<file path="src/rtl/extmem_arbiter.sv">
// Round-robin burst arbiter sharing one external RAM port among NREQ requesters.
// Optional per-port beat counters are compiled in when EXTMEM_ARB_STATS_EN is defined.
`ifndef DATA_EXT_RAM
`define DATA_EXT_RAM 32
`endif
`ifndef ADDR_EXT_RAM
`define ADDR_EXT_RAM 24
`endif

module extmem_arbiter #(
  parameter int NREQ      = 3,
  parameter int BURST_MAX = 16,
  parameter int DW        = `DATA_EXT_RAM,
  parameter int AW        = `ADDR_EXT_RAM
) (
  input  logic                 clk,
  input  logic                 rst_n,
  input  logic [NREQ-1:0]      req_valid,
  output logic [NREQ-1:0]      req_ready,
  input  logic [NREQ-1:0]      req_we,
  input  logic [NREQ-1:0]      req_last,
  input  logic [NREQ*AW-1:0]   req_addr,
  input  logic [NREQ*DW-1:0]   req_wdata,
  output logic [NREQ-1:0]      rsp_valid,
  output logic [DW-1:0]        rsp_data,
  output logic                 mem_re,
  output logic [AW-1:0]        mem_rd_addr,
  input  logic [DW-1:0]        mem_rd_data,
  output logic                 mem_we,
  output logic [AW-1:0]        mem_wr_addr,
  output logic [DW-1:0]        mem_wr_data
`ifdef EXTMEM_ARB_STATS_EN
  ,
  input  logic                 stat_clr,
  output logic [NREQ*32-1:0]   stat_beats
`endif
);

  localparam int PW = (NREQ > 1) ? $clog2(NREQ) : 1;
  localparam int CW = (BURST_MAX > 1) ? $clog2(BURST_MAX) : 1;

  typedef enum logic {IDLE, BUSY} state_e;

  state_e          state_q, state_d;
  logic [PW-1:0]   owner_q, owner_d;
  logic [PW-1:0]   rr_ptr_q, rr_ptr_d;
  logic [CW-1:0]   beat_cnt_q, beat_cnt_d;

  logic            mem_re_q, mem_re_d;
  logic            mem_we_q, mem_we_d;
  logic [AW-1:0]   mem_rd_addr_q, mem_rd_addr_d;
  logic [AW-1:0]   mem_wr_addr_q, mem_wr_addr_d;
  logic [DW-1:0]   mem_wr_data_q, mem_wr_data_d;

  // Read tag pipeline: stage 1 lines up with mem_re, stage 2 with mem_rd_data.
  logic            rd_v1_q, rd_v1_d, rd_v2_q, rd_v2_d;
  logic [PW-1:0]   rd_tag1_q, rd_tag1_d, rd_tag2_q, rd_tag2_d;

  logic [AW-1:0]   addr_a  [NREQ];
  logic [DW-1:0]   wdata_a [NREQ];
  logic            own_valid, own_we, own_last;
  logic [AW-1:0]   own_addr;
  logic [DW-1:0]   own_wdata;
  logic [PW-1:0]   pick;

  function automatic logic [PW-1:0] rr_pick(input logic [NREQ-1:0] v,
                                            input logic [PW-1:0]   start);
    logic [PW-1:0] sel;
    int            idx;
    sel = start;
    // Scan from farthest to nearest so the nearest requester at/after start wins.
    for (int k = NREQ - 1; k >= 0; k--) begin
      idx = (int'(start) + k) % NREQ;
      if (v[idx]) sel = PW'(idx);
    end
    return sel;
  endfunction

  always_comb begin
    for (int i = 0; i < NREQ; i++) begin
      addr_a[i]  = req_addr[i*AW +: AW];
      wdata_a[i] = req_wdata[i*DW +: DW];
    end
  end

  assign own_valid = req_valid[owner_q];
  assign own_we    = req_we[owner_q];
  assign own_last  = req_last[owner_q];
  assign own_addr  = addr_a[owner_q];
  assign own_wdata = wdata_a[owner_q];
  assign pick      = rr_pick(req_valid, rr_ptr_q);

  always_comb begin
    state_d       = state_q;
    owner_d       = owner_q;
    rr_ptr_d      = rr_ptr_q;
    beat_cnt_d    = beat_cnt_q;
    req_ready     = '0;
    mem_re_d      = 1'b0;
    mem_we_d      = 1'b0;
    mem_rd_addr_d = mem_rd_addr_q;
    mem_wr_addr_d = mem_wr_addr_q;
    mem_wr_data_d = mem_wr_data_q;
    rd_v1_d       = 1'b0;
    rd_tag1_d     = rd_tag1_q;
    rd_v2_d       = rd_v1_q;
    rd_tag2_d     = rd_tag1_q;

    unique case (state_q)
      IDLE: begin
        if (|req_valid) begin
          owner_d    = pick;
          beat_cnt_d = '0;
          state_d    = BUSY;
        end
      end
      BUSY: begin
        req_ready[owner_q] = 1'b1;
        if (own_valid) begin
          beat_cnt_d = beat_cnt_q + 1'b1;
          if (own_we) begin
            mem_we_d      = 1'b1;
            mem_wr_addr_d = own_addr;
            mem_wr_data_d = own_wdata;
          end else begin
            mem_re_d      = 1'b1;
            mem_rd_addr_d = own_addr;
            rd_v1_d       = 1'b1;
            rd_tag1_d     = owner_q;
          end
          if (own_last || beat_cnt_q == CW'(BURST_MAX - 1)) begin
            state_d  = IDLE;
            rr_ptr_d = (owner_q == PW'(NREQ - 1)) ? '0 : owner_q + 1'b1;
          end
        end
      end
      default: state_d = IDLE;
    endcase
  end

  // NOTE: reset is synchronous, so it lives inside the clocked branch; every
  // register here is control or output state and gets an explicit reset value.
  always_ff @(posedge clk) begin
    if (!rst_n) begin
      state_q       <= IDLE;
      owner_q       <= '0;
      rr_ptr_q      <= '0;
      beat_cnt_q    <= '0;
      mem_re_q      <= 1'b0;
      mem_we_q      <= 1'b0;
      mem_rd_addr_q <= '0;
      mem_wr_addr_q <= '0;
      mem_wr_data_q <= '0;
      rd_v1_q       <= 1'b0;
      rd_v2_q       <= 1'b0;
      rd_tag1_q     <= '0;
      rd_tag2_q     <= '0;
    end else begin
      state_q       <= state_d;
      owner_q       <= owner_d;
      rr_ptr_q      <= rr_ptr_d;
      beat_cnt_q    <= beat_cnt_d;
      mem_re_q      <= mem_re_d;
      mem_we_q      <= mem_we_d;
      mem_rd_addr_q <= mem_rd_addr_d;
      mem_wr_addr_q <= mem_wr_addr_d;
      mem_wr_data_q <= mem_wr_data_d;
      rd_v1_q       <= rd_v1_d;
      rd_v2_q       <= rd_v2_d;
      rd_tag1_q     <= rd_tag1_d;
      rd_tag2_q     <= rd_tag2_d;
    end
  end

  assign mem_re      = mem_re_q;
  assign mem_we      = mem_we_q;
  assign mem_rd_addr = mem_rd_addr_q;
  assign mem_wr_addr = mem_wr_addr_q;
  assign mem_wr_data = mem_wr_data_q;

  always_comb begin
    rsp_valid = '0;
    if (rd_v2_q) rsp_valid[rd_tag2_q] = 1'b1;
  end

  // Gated so the shared bus reads zero whenever no response is due (including reset).
  assign rsp_data = rd_v2_q ? mem_rd_data : '0;

`ifdef EXTMEM_ARB_STATS_EN
  logic        beat_acc;
  logic [31:0] stat_q [NREQ];

  assign beat_acc = (state_q == BUSY) && own_valid;

  always_ff @(posedge clk) begin
    for (int i = 0; i < NREQ; i++) begin
      if (!rst_n || stat_clr) begin
        stat_q[i] <= '0;
      end else if (beat_acc && owner_q == PW'(i) && stat_q[i] != 32'hFFFF_FFFF) begin
        stat_q[i] <= stat_q[i] + 32'd1;
      end
    end
  end

  always_comb begin
    for (int i = 0; i < NREQ; i++) stat_beats[i*32 +: 32] = stat_q[i];
  end
`endif

endmodule

</file>
<file path="config.mk">
export PLATFORM = sky130hd
export DESIGN_NAME = extmem_arbiter
export DESIGN_NICKNAME = d
export VERILOG_FILES = /design/src/rtl/extmem_arbiter.sv
export SDC_FILE = /design/constraint.sdc
export NUM_CORES = 1
export LEC_CHECK = 0
export BUFFER_PORTS_ARGS = -buffer_cell sky130_fd_sc_hd__buf_2
export CORE_AREA = 4 4 127 129
export DETAILED_ROUTE_END_ITERATION = 7
export DIE_AREA = 0 0 131 133
export PLACE_DENSITY = 0.69
export SLEW_MARGIN = 25
export SYNTH_ARGS = -nofsm -noshare
export SYNTH_HDL_FRONTEND = slang
export SYNTH_SLANG_ARGS = --single-unit
</file>
<file path="constraint.sdc">
create_clock -name clk -period 1.75 [get_ports clk]
set_input_delay 0.4375 -clock clk [delete_from_list [all_inputs] [get_ports clk]]
set_output_delay 0.4375 -clock clk [all_outputs]
set_load 0.005 [all_outputs]
</file>
### Yosys cells after proc, flatten, opt, wreduce, memory -nomap -nowiden

Cells that the tools add are included.

| word-level totals | value |
|---|---|
| flip-flop bits (word level) | 96 |
| input bits | 211 |

| operators by class | value |
|---|---|
| add/subtract/negate cells | 4 |
| divide/modulo/power cells | 3 |
| order comparisons | 8 |
| equality and inequality tests | 4 |
| multiplexer cells | 41 |
| bitwise gates (word level) | 3 |
| reductions and logical operators | 10 |

Operators by type and width:

| cell | count |
|---|---|
| less-than comparator 32 x 4 -> 1 bit (second input constant) | 3 |
| two-way mux 32 bit | 3 |
| binary-select mux 32 bit (select 2 bit) | 1 |
| modulo 32 x 3 -> 32 bit (second input constant) | 2 |
| binary-select mux 24 bit (select 2 bit) | 1 |
| two-way mux 24 bit | 2 |
| modulo 3 x 3 -> 32 bit (second input constant) | 1 |
| two-way mux 1 bit | 16 |
| binary-select mux 1 bit (select 2 bit) | 6 |
| AND reduction 3 bit | 4 |
| two-way mux 2 bit | 4 |
| two-way mux 4 bit | 2 |
| case mux 4 bit (2 select lines) | 1 |
| less-than comparator 2 x 3 -> 1 bit (second input constant) | 2 |
| two-way mux 3 bit | 2 |
| adder 4 x 1 -> 4 bit (second input constant) | 1 |
| demux 1 bit (select 2 bit) | 2 |
| == test 4 bit (second input constant) | 1 |
| >= comparator 2 x 1 -> 1 bit (second input constant) | 2 |
| AND reduction 2 bit | 2 |
| adder 2 x 1 -> 3 bit (second input constant) | 1 |
| adder 2 x 2 -> 3 bit (second input constant) | 1 |
| >= comparator 3 bit (second input constant) | 1 |
| NOT 2 -> 3 bit | 1 |
| 9 further kinds | 11 |

### Logic depth before layout (Yosys ltp)

Gate-level depths: netlist (run 1).

| depth | value |
|---|---|
| depth in word-level cells | 8 |
| depth in mapped cells | 7 |

### Worst setup path after synthesis (run 1)

OpenSTA, ideal clock, no wires.

| timing | value |
|---|---|
| path kind | register to output |
| start point | register owner_q[1] |
| end point | output port req_ready[2] |
| arrival | 1210 ps |
| setup slack | 102 ps |
| cell stages (with the launch flop) | 5 |
| cells stage by stage | dfxtp_1 buf_2 clkbuf_1 clkbuf_1 nor3b_1 |

| on the way | value |
|---|---|
| longest elaborated chain between the ends | 5 |
| elaborated cells on any way between the ends | 6 |

RTL lines:

| element | RTL line | RTL |
|---|---|---|
| start, declared | 45 | `logic [PW-1:0] owner_q, owner_d;` |
| start signal, assigned | 160 | `owner_q <= owner_d;` |
| less-than comparator 2 x 3 -> 1 bit (implied by the code) or >= comparator 2 x 1 -> 1 bit (tied branches) | 118 | `req_ready[owner_q] = 1'b1;` |
| logical AND 1 bit (implied by the code) | 118 |  |
| two-way mux 1 bit (implied by the code) | 118 |  |
| demux 1 bit (select 2 bit) * | 118 |  |
| two-way mux 3 bit * | 109 | `unique case (state_q)` |
| end, declared | 19 | `output logic [NREQ-1:0] req_ready,` |

Every way passes the cells marked *; elsewhere a longest branch is shown, timed or not.

### Final worst setup path (run 1)

| timing | value |
|---|---|
| start point | register state_q |
| end point | output port req_ready[1] |

| on the way | value |
|---|---|
| longest elaborated chain between the ends | 1 |

RTL lines:

| element | RTL line | RTL |
|---|---|---|
| start, declared | 44 | `state_e state_q, state_d;` |
| start signal, assigned | 159 | `state_q <= state_d;` |
| two-way mux 3 bit | 109 |  |

No other way between the ends.

==> metrics, run 1 <==
antenna violations before repair=0; worst slew margin relative to its limit=0.750; Clock Tree Buf Depth=2; worst supply voltage drop on vdd=roughly 0.40 mV; Worst Setup Start Kind=flip-flop; number of instances in the placed design=1118; initial core utilization=0.360; cell area after placement=7400 um^2; worst setup timing slack at the placement stage=-0.0394 ns; max-slew violation total from the final report=0; detail-routed via count per cell=4.81; Comb pwr share=0.244; DIE WIDTH=131 um; hold buffers post-CTS=0; largest net degree at the start of global routing=62; number of enable-type register cells in the synthesized netlist=0; Tcrit/Tclk final=0.958; Fin Clk Skew=roughly 0.0063 ns; fraction of synthesized cell area taken by the top area cell type=0.355; number of clock sinks seen by CTS=96; Req. time, crit path=1.31 ns; Synth area leaders=dfxtp_1 (36%), mux2i_1 (26%), nand2_1 (8.5%), o2bb2ai_1 (5.3%), and2_1 (5.2%); number of design-rule violations left by the first detailed-router iteration=160; run status=finished clean; final cell count without fillers=approximately 1100; slew at the pin closest to its max-slew limit=roughly 0.37 ns; CTS tree=done; row count=45; Tmin final=between 1.5 and 2 ns; path category of the worst min-delay check=input port to flip-flop; wire length of the first global-routing pass=about 26000 um; depth of the CTS H-tree=3; number of global-route vias before repair=approximately 5200; routed len/inst=~15 um; CTS Root Buffer Type=clkbuf_16; Hold Vio Cnt, Final=0; RSZ-0062 raised after global routing=yes; top fanout value on the critical path=7; leading area contributor after synthesis=dfxtp_1; share of total power in the clock network=0.336; Die ar.=approximately 17000 um^2; detailed-route via count=5467; number of nets still failing antenna checks after routing=0; Final Routed Wirelength=around 17000 um; final setup margin=0.0729 ns; peak clock frequency supported by timing=roughly 600 MHz; number of buffers added on ports=between 300 and 400; sequential element share of the synthesized area=0.355; DRC violations left=0; Max-Cap Viols=0; clock latency at the later pin of the worst-skew pair=between 0.3 and 0.4 ns; area of the core region=15000 um^2; flop and latch count out of synthesis=96; clock buffers created by TritonCTS=9; number of distinct library cells after synthesis=42; total number of yosys warnings=0; first-pass iteration count of the detailed router=6; switching share of power=0.277; number of ports placed on the die boundary=331; top_reg_cell synth=dfxtp_1; power density over cell area=734 nW/um^2; switching power=roughly 0.0016 W; Syn Std Cell Area=between 5000 and 6000 um^2; sequential cell fraction of total power=0.419; weighted congestion reported at the end of routability-driven placement=roughly 0.88; Worst Setup End Kind=output port; most common cell in the netlist=mux2i_1; overall routing resource usage=0.188; growth of design area from synthesis to finish=43.0%; Die Y-Extent=around 130 um; total internal power=roughly 0.0041 W; fin area=~7700 um^2; Net Count, Synth=between 800 and 900; post-synthesis async set-or-reset flop share=0; critical path start-end classification=flip-flop to output port; antenna diode count=0; HPWL after detailed placement=13700 um; clock-pin slew reported for the worst setup and hold paths after clock tree synthesis=0.06 ns; count of mapped cells out of synthesis=between 600 and 700; Post-layout nets=between 1000 and 1500; synth cell count leaders=mux2i_1 (142), nand2_1 (122), dfxtp_1 (96); data arrival time of the critical path=1.24 ns; Final setup violation count=0; total grt overflow=0; average size of a mapped cell=~8.7 um^2; number of filler instances in the final layout=roughly 1500; share of final-layout standard cells stronger than drive strength 1=0.410; static leakage=a little over 4 nW
## logic make-up after synthesis
logic type,synth area share
adder cells (fa/ha/maj),0.00925
buffers and inverters,0.0518
AO/OA/AOI/OAI,0.118
multiplexers,0.263
AND/OR/NAND/NOR,0.203
flip-flops,0.355
## worst max-delay path, stage by stage, from the launching register on
cell and delay, ns:
dfxtp_1 0.37, clkinvlp_4 0.17, nor3b_1 0.21, buf_2 0.14
## flip-flops by register name, summed over array words and instances (netlist names), 2 cells and up
register,flops
mem_rd_addr,24
rd_tag2_q,2
mem_wr_data,32
mem_wr_addr,24
rr_ptr_q,2
owner_q,2
beat_cnt_q,4
rd_tag1_q,2
## routing by layer
| layer | global-route usage | vias to the layer above | share of wire |
|---|---|---|---|
| met5 | 0 | - | 0 |
| met3 | 0.0392 | 14 | 0.071 |
| met1 | 0.217 | 2456 | 0.40 |
| met4 | 0.0526 | 0 | 0.012 |
| met2 | 0.345 | 194 | 0.52 |
| li1 | - | 2803 | - |
## power groups by stage
stage                     combinational, W  sequential, W  clock, W
final                              0.00139        0.00238   0.00191
after global routing               0.00153        0.00240   0.00206
after CTS                          0.00139        0.00238   0.00196
after detailed placement           0.00138        0.00243         0
after global placement             0.00137        0.00242         0
after floorplan                   0.000765        0.00242         0
## repair_timing
action	CTS	global route
buffers inserted	0	3
gates resized for setup	0	10
setup endpoints to repair	0	38
## path summary, 6_finish.rpt
check,start,endpoint,slack [ns],depth (start not counted)
max reg2reg,rr_ptr_q[0]$_SDFFE_PN0P_,owner_q[0]$_SDFFE_PN0P_,0.07,5
min reg2reg,mem_wr_addr[7]$_SDFFE_PN0P_,mem_wr_addr[7]$_SDFFE_PN0P_,0.45,2
min,rst_n,beat_cnt_q[0]$_SDFFE_PN0P_,0.45,2
max,state_q$_SDFF_PN0_,req_ready[1],0.07,3
## layout make-up
cell class / instances / area [um^2] / area share
clock buffer: 10 / 229 / 0.0296
clock inverter: 6 / 58.8 / 0.00760
inverter: 5 / 22.5 / 0.00291
multi-input combinational: 471 / 3250 / 0.420
sequential: 96 / 1930 / 0.249
tap: 188 / 235 / 0.0304
timing repair buffer: 361 / 2010 / 0.260
## layout by cell type, fill, tap and decap left out, drive strengths merged, types with 3 or more instances in the layout
cell type / n
buf: 361
mux2i: 142
nand2: 122
dfxtp: 96
and2: 59
o2bb2ai: 33
o21ai: 31
nor2: 27
clkbuf: 10
nand3: 6
inv: 5
o31ai: 4
a21oi: 4
ha: 4
nor3: 3
nand3b: 3
o211ai: 3
clkinv: 3
nor3b: 3
nor2b: 3
## through the flow
step / total power [W] / hold slack [ns] / utilization / TNS [ns]
2_1_floorplan: 0.00319 / 0.428 / - / 0
3_3_place_gp: 0.00380 / 0.439 / 0.492 / -0.132
3_5_place_dp: 0.00381 / 0.449 / 0.492 / -0.566
4_1_cts: 0.00573 / 0.436 / 0.512 / 0
5_1_grt: 0.00598 / 0.448 / 0.515 / -0.0717
6_report: 0.00568 / 0.448 / 0.515 / 0
Note: power is estimated with default switching activity, not from simulation.
==> inputs of run 2 (changes only) <==
--- a/config.mk
+++ b/config.mk
@@ -9,6 +9,7 @@
 export CORE_AREA = 4 4 127 129
 export DETAILED_ROUTE_END_ITERATION = 7
 export DIE_AREA = 0 0 131 133
+export MAX_ROUTING_LAYER = met4
 export PLACE_DENSITY = 0.69
 export SLEW_MARGIN = 25
 export SYNTH_ARGS = -nofsm -noshare
==> constraint.sdc (replaced) <==
create_clock -name clk -period 1.75 [get_ports clk]
set_input_delay 0.4375 -clock clk [delete_from_list [all_inputs] [get_ports clk]]
set_output_delay 0.4375 -clock clk [all_outputs]
set_load 0.1 [all_outputs]
==> metrics, run 2 (same netlist as run 1, synthesis figures left out) <==
overall routing resource usage=0.207 (was 0.188); Req. time, crit path=1.31 ns (about the same); Clock Tree Buf Depth=2 (unchanged); total grt overflow=0 (unchanged); Post-Route Utilization=0.584 (was 0.515); depth of the CTS H-tree=3 (unchanged); worst setup timing slack at the placement stage=0.0191 ns (was -0.0394 ns); reg-to-reg critical path startpoint=owner_q[0]$_SDFFE_PN0P_ (was rr_ptr_q[0]$_SDFFE_PN0P_); HPWL after detailed placement=13900 um (was 13700 um); number of filler instances in the final layout=1371 (was 1467); number of ports placed on the die boundary=331 (unchanged); hold buffers post-CTS=0 (unchanged); top library cells by usage in the layout, fill and taps aside=buf_2 (291), mux2i_1 (139), nand2_1 (122) (was buf_2 (329), mux2i_1 (141), nand2_1 (122)); run status=complete, but fails checks (was finished clean); routed len/inst=16.6 um (was 15.2 um); DRC violations left=0 (unchanged); power density over cell area=793 nW/um^2 (was 734 nW/um^2); startpoint of the worst hold path=rst_n (unchanged); critical path start-end classification=flip-flop to output port (unchanged); weighted congestion reported at the end of routability-driven placement=0.817 (was 0.877); initial core utilization=0.360 (unchanged); number of buffers added on ports=330 (unchanged); Die ar.=17400 um^2 (unchanged); number of global-route vias before repair=5525 (was 5237); Worst Setup Start Kind=flip-flop (unchanged); worst supply voltage drop on vdd=0.446 mV (was 0.396 mV); leading cell type in the layout, fill and taps excluded=buf_2 (unchanged); RSZ-0062 raised after global routing=yes (unchanged); depth of the worst hold-timing path=3 (was 2); number of nets still failing antenna checks after routing=0 (unchanged); DIE WIDTH=131 um (unchanged); detailed-route via count=5680 (was 5467); Tcrit/Tclk final=1.01 (was 0.958); Critical Path Start=state_q$_SDFF_PN0_ (unchanged); top fanout value on the critical path=8 (was 7); Worst Setup End Kind=output port (unchanged); Die Y-Extent=133 um (unchanged); depth of the worst register-to-register path=5 (unchanged); fin area=8790 um^2 (was 7740 um^2); number of flip-flops under the largest register name=32 (unchanged); CTS tree=done (unchanged); total power=0.00697 W (was 0.00568 W); Post-layout nets=1174 (was 1159); failing checks=negative setup slack; Tmin final=1.77 ns (was 1.68 ns); path category of the worst min-delay check=input port to flip-flop (unchanged); CTS Root Buffer Type=clkbuf_16 (unchanged); number of clock sinks seen by CTS=96 (unchanged); clock latency at the later pin of the worst-skew pair=0.35 ns (was 0.34 ns); slew at the pin closest to its max-slew limit=0.548 ns (was 0.366 ns); wire length of the first global-routing pass=27800 um (was 26100 um); detail-routed via count per cell=4.93 (was 4.81); peak clock frequency supported by timing=565 MHz (was 596 MHz); antenna diode count=0 (unchanged); growth of design area from synthesis to finish=62.4% (was 43.0%); Hold Vio Cnt, Final=0 (unchanged); static leakage=4.39 nW (was 4.08 nW); clock-pin slew reported for the worst setup and hold paths after clock tree synthesis=0.06 ns (about the same); Final Routed Wirelength=19200 um (was 17300 um); Fin Clk Skew=0.00666 ns (was 0.00632 ns); first-pass iteration count of the detailed router=4 (was 6); number of design-rule violations left by the first detailed-router iteration=145 (was 160); Final setup violation count=2 (was 0); largest net degree at the start of global routing=88 (was 62); Max-Cap Viols=0 (unchanged); area of the core region=15000 um^2 (unchanged); cell area after placement=8010 um^2 (was 7400 um^2); final setup margin=-0.0199 ns (was 0.0729 ns); data arrival time of the critical path=1.33 ns (was 1.24 ns); share of final-layout standard cells stronger than drive strength 1=0.464 (was 0.410); max-slew violation total from the final report=0 (unchanged); antenna violations before repair=0 (unchanged); row count=45 (unchanged); worst slew margin relative to its limit=0.637 (was 0.750); clock buffers created by TritonCTS=9 (unchanged)
[run 2: cell count changes in the layout (fill, tap and decap cells not counted), sizes merged]
cell,delta
inv,+3
buf,+7
clkbuf,+6
clkinv,-1
bufbuf,+2
clkinvlp,-2
[run 2: layout make-up]
| cell class | count | area [um^2] | area share |
|---|---|---|---|
| clock buffer | 10 | 239 | 0.0272 |
| inverter | 5 | 18.8 | 0.00214 |
| timing repair buffer | 376 | 2860 | 0.326 |
| tap | 188 | 235 | 0.0268 |
| sequential | 96 | 1930 | 0.220 |
| clock inverter | 6 | 73.8 | 0.00840 |
| multi-input combinational | 471 | 3420 | 0.390 |
[run 2: per-layer routing]
| metal | global-route usage | vias to the layer above | wire length, um |
|---|---|---|---|
| met3 | 0.0533 | 28 | 1410 |
| met4 | 0.0697 | 0 | 524 |
| met2 | 0.363 | 227 | 9680 |
| met1 | 0.224 | 2595 | 7570 |
| li1 | - | 2830 | - |
| met5 | - | - | 0 |
[run 2: stage by stage]
stage / TNS [ns] / hold slack [ns] / cells
after floorplan: -0.691 / 0.428 / 625
after global routing: -0.839 / 0.427 / 1152
final: -0.0379 / 0.419 / 1152
after global placement: 0 / 0.441 / 1114
after detailed placement: 0 / 0.442 / 1114
after CTS: -0.0298 / 0.413 / 1137
[run 2: repair_timing]
action | in CTS | in global routing
pin swaps | 0 | 4
setup endpoints to repair | 33 | 103
gates resized for setup | 8 | 26
buffers inserted | 5 | 7
gates cloned | 2 | 8
[run 2: final timing paths]
path	end	slack [ns]
setup reg to reg	beat_cnt_q[3]$_SDFFE_PN0P_	0.03
setup / recovery	req_ready[1]	-0.02
hold / removal	owner_q[1]$_SDFFE_PN0P_	0.42
hold reg to reg	mem_wr_data[30]$_SDFFE_PN0P_	0.45
[run 2: worst max-delay path, cell delays in order (launching register included)]
cell	delay, ns
dfxtp_1	0.34
inv_1	0.18
nor3b_4	0.26
buf_12	0.20
[run 2: power breakdown]
part | internal (W) | total (W) | switching [W]
Sequential | 0.00230 | 0.00237 | 0.0000678
Clock | 0.00117 | 0.00207 | 0.000899
Combinational | 0.000867 | 0.00253 | 0.00167
